===== src/rtl/mem_ctrl_pkg.sv =====
// Shared encodings for the byte-sequencing memory controller: request sizes,
// FSM states and the size-to-byte-count helper.
package mem_ctrl_pkg;

    localparam logic [1:0] SZ_BYTE = 2'b00;
    localparam logic [1:0] SZ_HALF = 2'b01;
    localparam logic [1:0] SZ_WORD = 2'b10;

    typedef enum logic [2:0] {
        ST_IDLE    = 3'd0,
        ST_CHECK   = 3'd1,
        ST_SETUP   = 3'd2,
        ST_STROBE  = 3'd3,
        ST_WAIT    = 3'd4,
        ST_RELEASE = 3'd5,
        ST_DONE    = 3'd6,
        ST_FAIL    = 3'd7
    } state_t;

    function automatic logic [2:0] byte_count(input logic [1:0] size);
        case (size)
            SZ_BYTE: return 3'd1;
            SZ_HALF: return 3'd2;
            default: return 3'd4;
        endcase
    endfunction

endpackage


===== src/rtl/byte_assembler.sv =====
// 32-bit read assembly register with per-lane byte writes and a
// sign/zero-extension view sized to the active request.
module byte_assembler
    import mem_ctrl_pkg::*;
(
    input  logic        clk,
    input  logic        reset,
    input  logic        clr,
    input  logic        we,
    input  logic [1:0]  lane,
    input  logic [7:0]  din,
    input  logic [1:0]  size,
    input  logic        sign_ext,
    output logic [31:0] result
);

    logic [31:0] asm_q, asm_d;

    // NOTE: every always_comb output gets a default first so no path leaves it unassigned (no latch).
    always_comb begin
        asm_d = asm_q;
        if (clr) begin
            asm_d = '0;
        end else if (we) begin
            asm_d[{lane, 3'b000} +: 8] = din;
        end
    end

    // NOTE: sequential state is updated with non-blocking assignments only.
    always_ff @(posedge clk) begin
        if (reset) begin
            asm_q <= '0;
        end else begin
            asm_q <= asm_d;
        end
    end

    always_comb begin
        result = asm_q;
        case (size)
            SZ_BYTE: result = {{24{sign_ext & asm_q[7]}}, asm_q[7:0]};
            SZ_HALF: result = {{16{sign_ext & asm_q[15]}}, asm_q[15:0]};
            default: ;
        endcase
    end

endmodule


===== src/rtl/mem_byte_seq_ctrl.sv =====
// Splits byte/halfword/word requests into single-byte RAM handshakes and
// returns one done or err pulse per accepted request.
module mem_byte_seq_ctrl
    import mem_ctrl_pkg::*;
#(
    parameter int TIMEOUT = 15,
    parameter int ADDR_W  = 9
) (
    input  logic              Clk,
    input  logic              Reset,
    input  logic              req,
    input  logic              rw,
    input  logic [1:0]        size,
    input  logic              sign_ext,
    input  logic [ADDR_W-1:0] addr,
    input  logic [31:0]       wdata,
    output logic [31:0]       rdata,
    output logic              done,
    output logic              err,
    output logic              busy,
    output logic              ram_en,
    output logic              ram_rw,
    output logic [ADDR_W-1:0] ram_addr,
    output logic [7:0]        ram_din,
    input  logic [7:0]        ram_dout,
    input  logic              ram_moc
);

    // The count reaching TIMEOUT aborts, so the last tolerated value is TIMEOUT-1.
    localparam logic [3:0] TO_LAST = 4'(TIMEOUT - 1);

    state_t state_q, state_d;

    logic              rw_q, rw_d, sext_q, sext_d;
    logic [1:0]        size_q, size_d, k_q, k_d;
    logic [ADDR_W-1:0] addr_q, addr_d, ram_addr_q, ram_addr_d;
    logic [31:0]       wdata_q, wdata_d, rdata_q, rdata_d;
    logic [3:0]        cnt_q, cnt_d;
    logic              done_q, done_d, err_q, err_d, busy_q, busy_d;
    logic              ram_en_q, ram_en_d, ram_rw_q, ram_rw_d;
    logic [7:0]        ram_din_q, ram_din_d;

    logic        accept, moc_hit, illegal, more;
    logic [2:0]  n_bytes;
    logic [31:0] asm_result;

    assign accept  = (state_q == ST_IDLE) && req;
    assign moc_hit = (state_q == ST_WAIT) && ram_en_q && ram_moc;
    assign n_bytes = byte_count(size_q);
    assign illegal = (size_q == 2'b11)
                  || ((size_q == SZ_HALF) && addr_q[0])
                  || ((size_q == SZ_WORD) && (addr_q[1:0] != 2'b00));
    assign more    = ({1'b0, k_q} + 3'd1) < n_bytes;

    byte_assembler u_asm (
        .clk      (Clk),
        .reset    (Reset),
        .clr      (accept && rw),
        .we       (moc_hit && rw_q),
        .lane     (k_q),
        .din      (ram_dout),
        .size     (size_q),
        .sign_ext (sext_q),
        .result   (asm_result)
    );

    always_ff @(posedge Clk) begin : state_reg
        if (Reset) state_q <= ST_IDLE;
        else       state_q <= state_d;
    end

    always_comb begin : next_state
        state_d = state_q;
        case (state_q)
            ST_IDLE:    if (req) state_d = ST_CHECK;
            ST_CHECK:   state_d = illegal ? ST_FAIL : ST_SETUP;
            ST_SETUP:   state_d = ST_STROBE;
            ST_STROBE:  state_d = ST_WAIT;
            ST_WAIT: begin
                if (moc_hit)                 state_d = ST_RELEASE;
                else if (cnt_q == TO_LAST)   state_d = ST_FAIL;
            end
            ST_RELEASE: state_d = more ? ST_SETUP : ST_DONE;
            default:    state_d = ST_IDLE;
        endcase
    end

    always_comb begin : datapath
        rw_d    = rw_q;
        size_d  = size_q;
        sext_d  = sext_q;
        addr_d  = addr_q;
        wdata_d = wdata_q;
        if (accept) begin
            rw_d    = rw;
            size_d  = size;
            sext_d  = sign_ext;
            addr_d  = addr;
            wdata_d = wdata;
        end
        k_d = k_q;
        if (state_q == ST_CHECK)                k_d = '0;
        else if (state_q == ST_RELEASE && more) k_d = k_q + 2'd1;
        cnt_d = cnt_q;
        if (state_q == ST_STROBE)                cnt_d = '0;
        else if (state_q == ST_WAIT && !moc_hit) cnt_d = cnt_q + 4'd1;
    end

    // Outputs are registered from the current state, so each pin lags its state by one cycle.
    always_comb begin : outputs
        ram_en_d   = (state_q == ST_STROBE) || (state_q == ST_WAIT);
        ram_rw_d   = ram_rw_q;
        ram_addr_d = ram_addr_q;
        ram_din_d  = ram_din_q;
        if (state_q == ST_SETUP) begin
            ram_rw_d   = rw_q;
            ram_addr_d = addr_q + ADDR_W'(k_q);
            ram_din_d  = wdata_q[{k_q, 3'b000} +: 8];
        end
        done_d  = (state_q == ST_DONE);
        err_d   = (state_q == ST_FAIL);
        busy_d  = (state_q == ST_IDLE) ? req : !((state_q == ST_DONE) || (state_q == ST_FAIL));
        rdata_d = (state_q == ST_DONE && rw_q) ? asm_result : rdata_q;
    end

    always_ff @(posedge Clk) begin : regs
        if (Reset) begin
            rw_q       <= 1'b0;
            size_q     <= '0;
            sext_q     <= 1'b0;
            addr_q     <= '0;
            wdata_q    <= '0;
            k_q        <= '0;
            cnt_q      <= '0;
            rdata_q    <= '0;
            done_q     <= 1'b0;
            err_q      <= 1'b0;
            busy_q     <= 1'b0;
            ram_en_q   <= 1'b0;
            ram_rw_q   <= 1'b1;
            ram_addr_q <= '0;
            ram_din_q  <= '0;
        end else begin
            rw_q       <= rw_d;
            size_q     <= size_d;
            sext_q     <= sext_d;
            addr_q     <= addr_d;
            wdata_q    <= wdata_d;
            k_q        <= k_d;
            cnt_q      <= cnt_d;
            rdata_q    <= rdata_d;
            done_q     <= done_d;
            err_q      <= err_d;
            busy_q     <= busy_d;
            ram_en_q   <= ram_en_d;
            ram_rw_q   <= ram_rw_d;
            ram_addr_q <= ram_addr_d;
            ram_din_q  <= ram_din_d;
        end
    end

    assign rdata    = rdata_q;
    assign done     = done_q;
    assign err      = err_q;
    assign busy     = busy_q;
    assign ram_en   = ram_en_q;
    assign ram_rw   = ram_rw_q;
    assign ram_addr = ram_addr_q;
    assign ram_din  = ram_din_q;

endmodule


===== config.mk =====
export PLATFORM = sky130hd
export DESIGN_NAME = mem_byte_seq_ctrl
export DESIGN_NICKNAME = d
export VERILOG_FILES = /design/src/rtl/mem_ctrl_pkg.sv /design/src/rtl/byte_assembler.sv /design/src/rtl/mem_byte_seq_ctrl.sv
export SDC_FILE = /design/constraint.sdc
export NUM_CORES = 1
export LEC_CHECK = 0
export ABC_CLOCK_PERIOD_IN_PS = 2700
export CAP_MARGIN = 10
export CORE_ASPECT_RATIO = 1.75
export CORE_MARGIN = 3
export CORE_UTILIZATION = 51
export CTS_CLUSTER_DIAMETER = 60
export DETAILED_ROUTE_END_ITERATION = 7
export PLACE_DENSITY_LB_ADDON = 0.05
export SLEW_MARGIN = 10
export SYNTH_ARGS = -nofsm -noshare
export SYNTH_HDL_FRONTEND = slang
export SYNTH_SLANG_ARGS = --single-unit

===== constraint.sdc =====
create_clock -name Clk -period 2.7 [get_ports Clk]
set_input_delay 0.405 -clock Clk [delete_from_list [all_inputs] [get_ports Clk]]
set_output_delay 0.405 -clock Clk [all_outputs]
set_load 0.02 [all_outputs]

==> out/metrics.csv <==
metric,value,unit
muxShareOfSynthArea,0.03392,
ff_latch_area,2803,um2
worst_pin_slew,880.0,ps
period_needed,2140,ps
numClockSinks,140,
critical_path_peak_fanout,6,
r2r_slack,560,ps
first_global_vias,4938,
period_share,0.7928,
startpoint,k_q[0],
ys_types,38,
antenna_found_initial,0,
cts-hold-fix-buffers,0,
vias_per_cell,5.415,
arrival,2470,ps
status,"complete, no violations",
synth_top_family_by_area,simple AND/OR/NAND/NOR gates,
layout-drive-gt1-share,0.07634,
cts-root-buf,clkbuf_16,
max_freq,0.4672,GHz
multi_input_area,2631,um2
skew,7.363,ps
hold_viol,0,
diodes,0,
synth_xor_xnor_area_share,0.01397,
htreeDepth,4,
grt_pass1_wl,23490,um
yosysSeqAreaShare,0.4966,
core_region_area,10760,um2
post-route-util,0.6909,
drt_iter0_markers,203,
setup-tns-final,0,ps
final_nets,841,
area_delta_synth_final,31.72,%
ys.warnings.count,0,
ir_drop,0.5022,mV
cts_resized,0,
fp.dieW,85.53,um
clockBufferDepth,2,
syn_inst,678,
synthAdderAreaFrac,0.02571,
rsz0062_at_grt,false,
fp.dieH,145.2,um
io_buffers,110,
cp.required,3030,ps
vias,4960,
routabilityCongestion,0.8350,
setup_viol_count_final,0,
rows,50,
yosys.area_share.simple,0.2328,
ys_seq_elements,140,
relSlewSlack,0.4133,
grt_max_degree,65,
synth_area_per_cell,8.325,um2
routedWlPerCell,15.32,um
setup.worst_path.end_class,flop,
r2r_start,k_q[0],
holdCritPathClass,reg -> reg,
clk_pin_slew_worst_paths,60,ps
slew_violations,0,
ios,111,
fill_cells,914,
start_kind,flop,
crit_type,reg -> reg,
route.detailed.drc,0,
start_util,0.5245,
overflow,0,
antenna_left,0,
layout_setup_ws,559.5,ps
drt-total-wl,14030,um
power_leakage,2.569,nW
first_pass_iters,4,
post-cts-setup-buffers,0,
pre_cts_slack,581.3,ps
cap_violations,0,
syn_area,5644,um2
cts_buffers,17,
grt_usage,0.2355,
r2r-end,k_q[1],
power_density,700.3,nW/um2
reg2reg_depth,5,
die-area,12420,um2
cts_tree,done,
dpl.hpwl,10030,um
clk-insertion-delay-late,410,ps
crit_end,k_q[1],
syn-num-nets,746,
synth_compound_gate_area_share,0.1583,
## cell families (layout without fill, tap and decap cells)
group                      count (synthesis)  after routing
xor gates and xnor gates                   9              9
buffers and inverters                     53            161
muxes                                      9              9
adders and majority gates                 11             11
DFF                                      140            140
and+or+nand+nor                          296            296
AOI/OAI and AO/OA                        160            160
## cell usage after synthesis
master / instances / area, um2
nor2_1: 40 / 150.1
and2_1: 1 / 6.260
nor3b_2: 4 / 50.05
o21bai_1: 1 / 7.510
a21oi_1: 123 / 615.6
nand3b_1: 3 / 22.52
xor2_1: 5 / 43.79
a31oi_1: 4 / 25.02
nand2b_1: 3 / 18.77
a221oi_2: 1 / 15.01
or3_1: 1 / 6.260
nand2_1: 172 / 645.6
fa_1: 1 / 20.02
nor4b_2: 1 / 15.01
a211oi_1: 23 / 172.7
inv_1: 7 / 26.28
nand4_1: 4 / 25.02
nor2b_1: 2 / 12.51
o21ai_0: 3 / 15.01
clkbuf_1: 30 / 112.6
nand3_1: 38 / 190.2
o32ai_1: 1 / 8.760
or4_1: 2 / 15.01
nor3b_1: 3 / 22.52
buf_2: 16 / 80.08
dfxtp_1: 140 / 2803
mux2_2: 1 / 11.26
or3b_2: 1 / 8.760
o211ai_1: 2 / 15.01
nor3_1: 11 / 55.05
and4_1: 1 / 8.760
and3_1: 7 / 43.79
nand4b_1: 2 / 17.52
mux4_2: 8 / 180.2
ha_1: 10 / 125.1
a41o_1: 1 / 10.01
o31a_1: 1 / 8.760
xnor2_1: 4 / 35.03
## layer usage
metal / track usage / share of wire
met2: 0.4350 / 0.57
met4: 0.09826 / 0.016
met5: 0 / 0
met3: 0.04602 / 0.040
met1: 0.2531 / 0.37
## critical path, cell delays in order (launching register included)
cell	delay [ps]
dfxtp_1	440
inv_1	170
ha_1	410
o31a_1	380
or4_1	490
a31oi_1	180
## layout by cell type (no fill, tap or decap), drive strengths merged, types with 4 or more instances in the layout
cell type / n
clkbuf: 18
nand3: 38
ha: 10
clkdlybuf4s50: 109
and3: 7
clkinvlp: 5
a21oi: 123
a211oi: 23
xor2: 5
buf: 13
nor2: 40
inv: 9
nand2: 172
nand4: 4
a31oi: 4
mux4: 8
nor3: 11
xnor2: 4
dfxtp: 140
bufinv: 4
nor3b: 7
## sequential cells by signal, indices dropped and copies added, names as in the netlist
name         cells
wdata_q         32
ram_din          8
busy             1
cnt_q            4
rdata           32
size_q           2
addr_q           9
k_q              2
rw_q             1
sext_q           1
ram_en           1
ram_addr         9
done             1
state_q          3
err              1
u_asm.asm_q     32
ram_rw           1
## metrics by stage
step | hold WS, ps | std cells | cell area, um2 | total power, mW
5_1_grt | 468.1 | 916 | 7435 | 5.416
3_5_place_dp | 444.6 | 884 | 6812 | 2.818
4_1_cts | 451.0 | 916 | 7435 | 5.248
3_3_place_gp | 439.6 | 884 | 6812 | 2.806
6_report | 450.7 | 916 | 7435 | 5.206
2_1_floorplan | 431.9 | 678 | 5644 | 2.589
## how the worst min path moves through the flow
stage / start / endpoint / slack, ps / depth (start not counted)
final: wdata_q[26] / wdata_q[26] / 450 / 2
after global routing: u_asm.asm_q[29] / u_asm.asm_q[29] / 470 / 2
after CTS: u_asm.asm_q[31] / u_asm.asm_q[31] / 450 / 2
after detailed placement: u_asm.asm_q[31] / u_asm.asm_q[31] / 440 / 2
after global placement: u_asm.asm_q[31] / u_asm.asm_q[31] / 440 / 2
after floorplan: u_asm.asm_q[16] / u_asm.asm_q[16] / 430 / 2
## power breakdown
| part | switching (mW) | internal [mW] | total [mW] |
|---|---|---|---|
| clock network | 0.886 | 1.55 | 2.43 |
| logic | 0.299 | 0.232 | 0.531 |
| registers | 0.0815 | 2.16 | 2.24 |
## area by class of cell
cell class,count,area share
clock inverters,14,0.02609
clock buffers,18,0.05772
flip-flops and latches,140,0.3770
well taps,130,0.02188
repair buffers,122,0.1599
inverters,7,0.003534
multi-input cells,485,0.3539
Power figures use the tool's default switching activity.
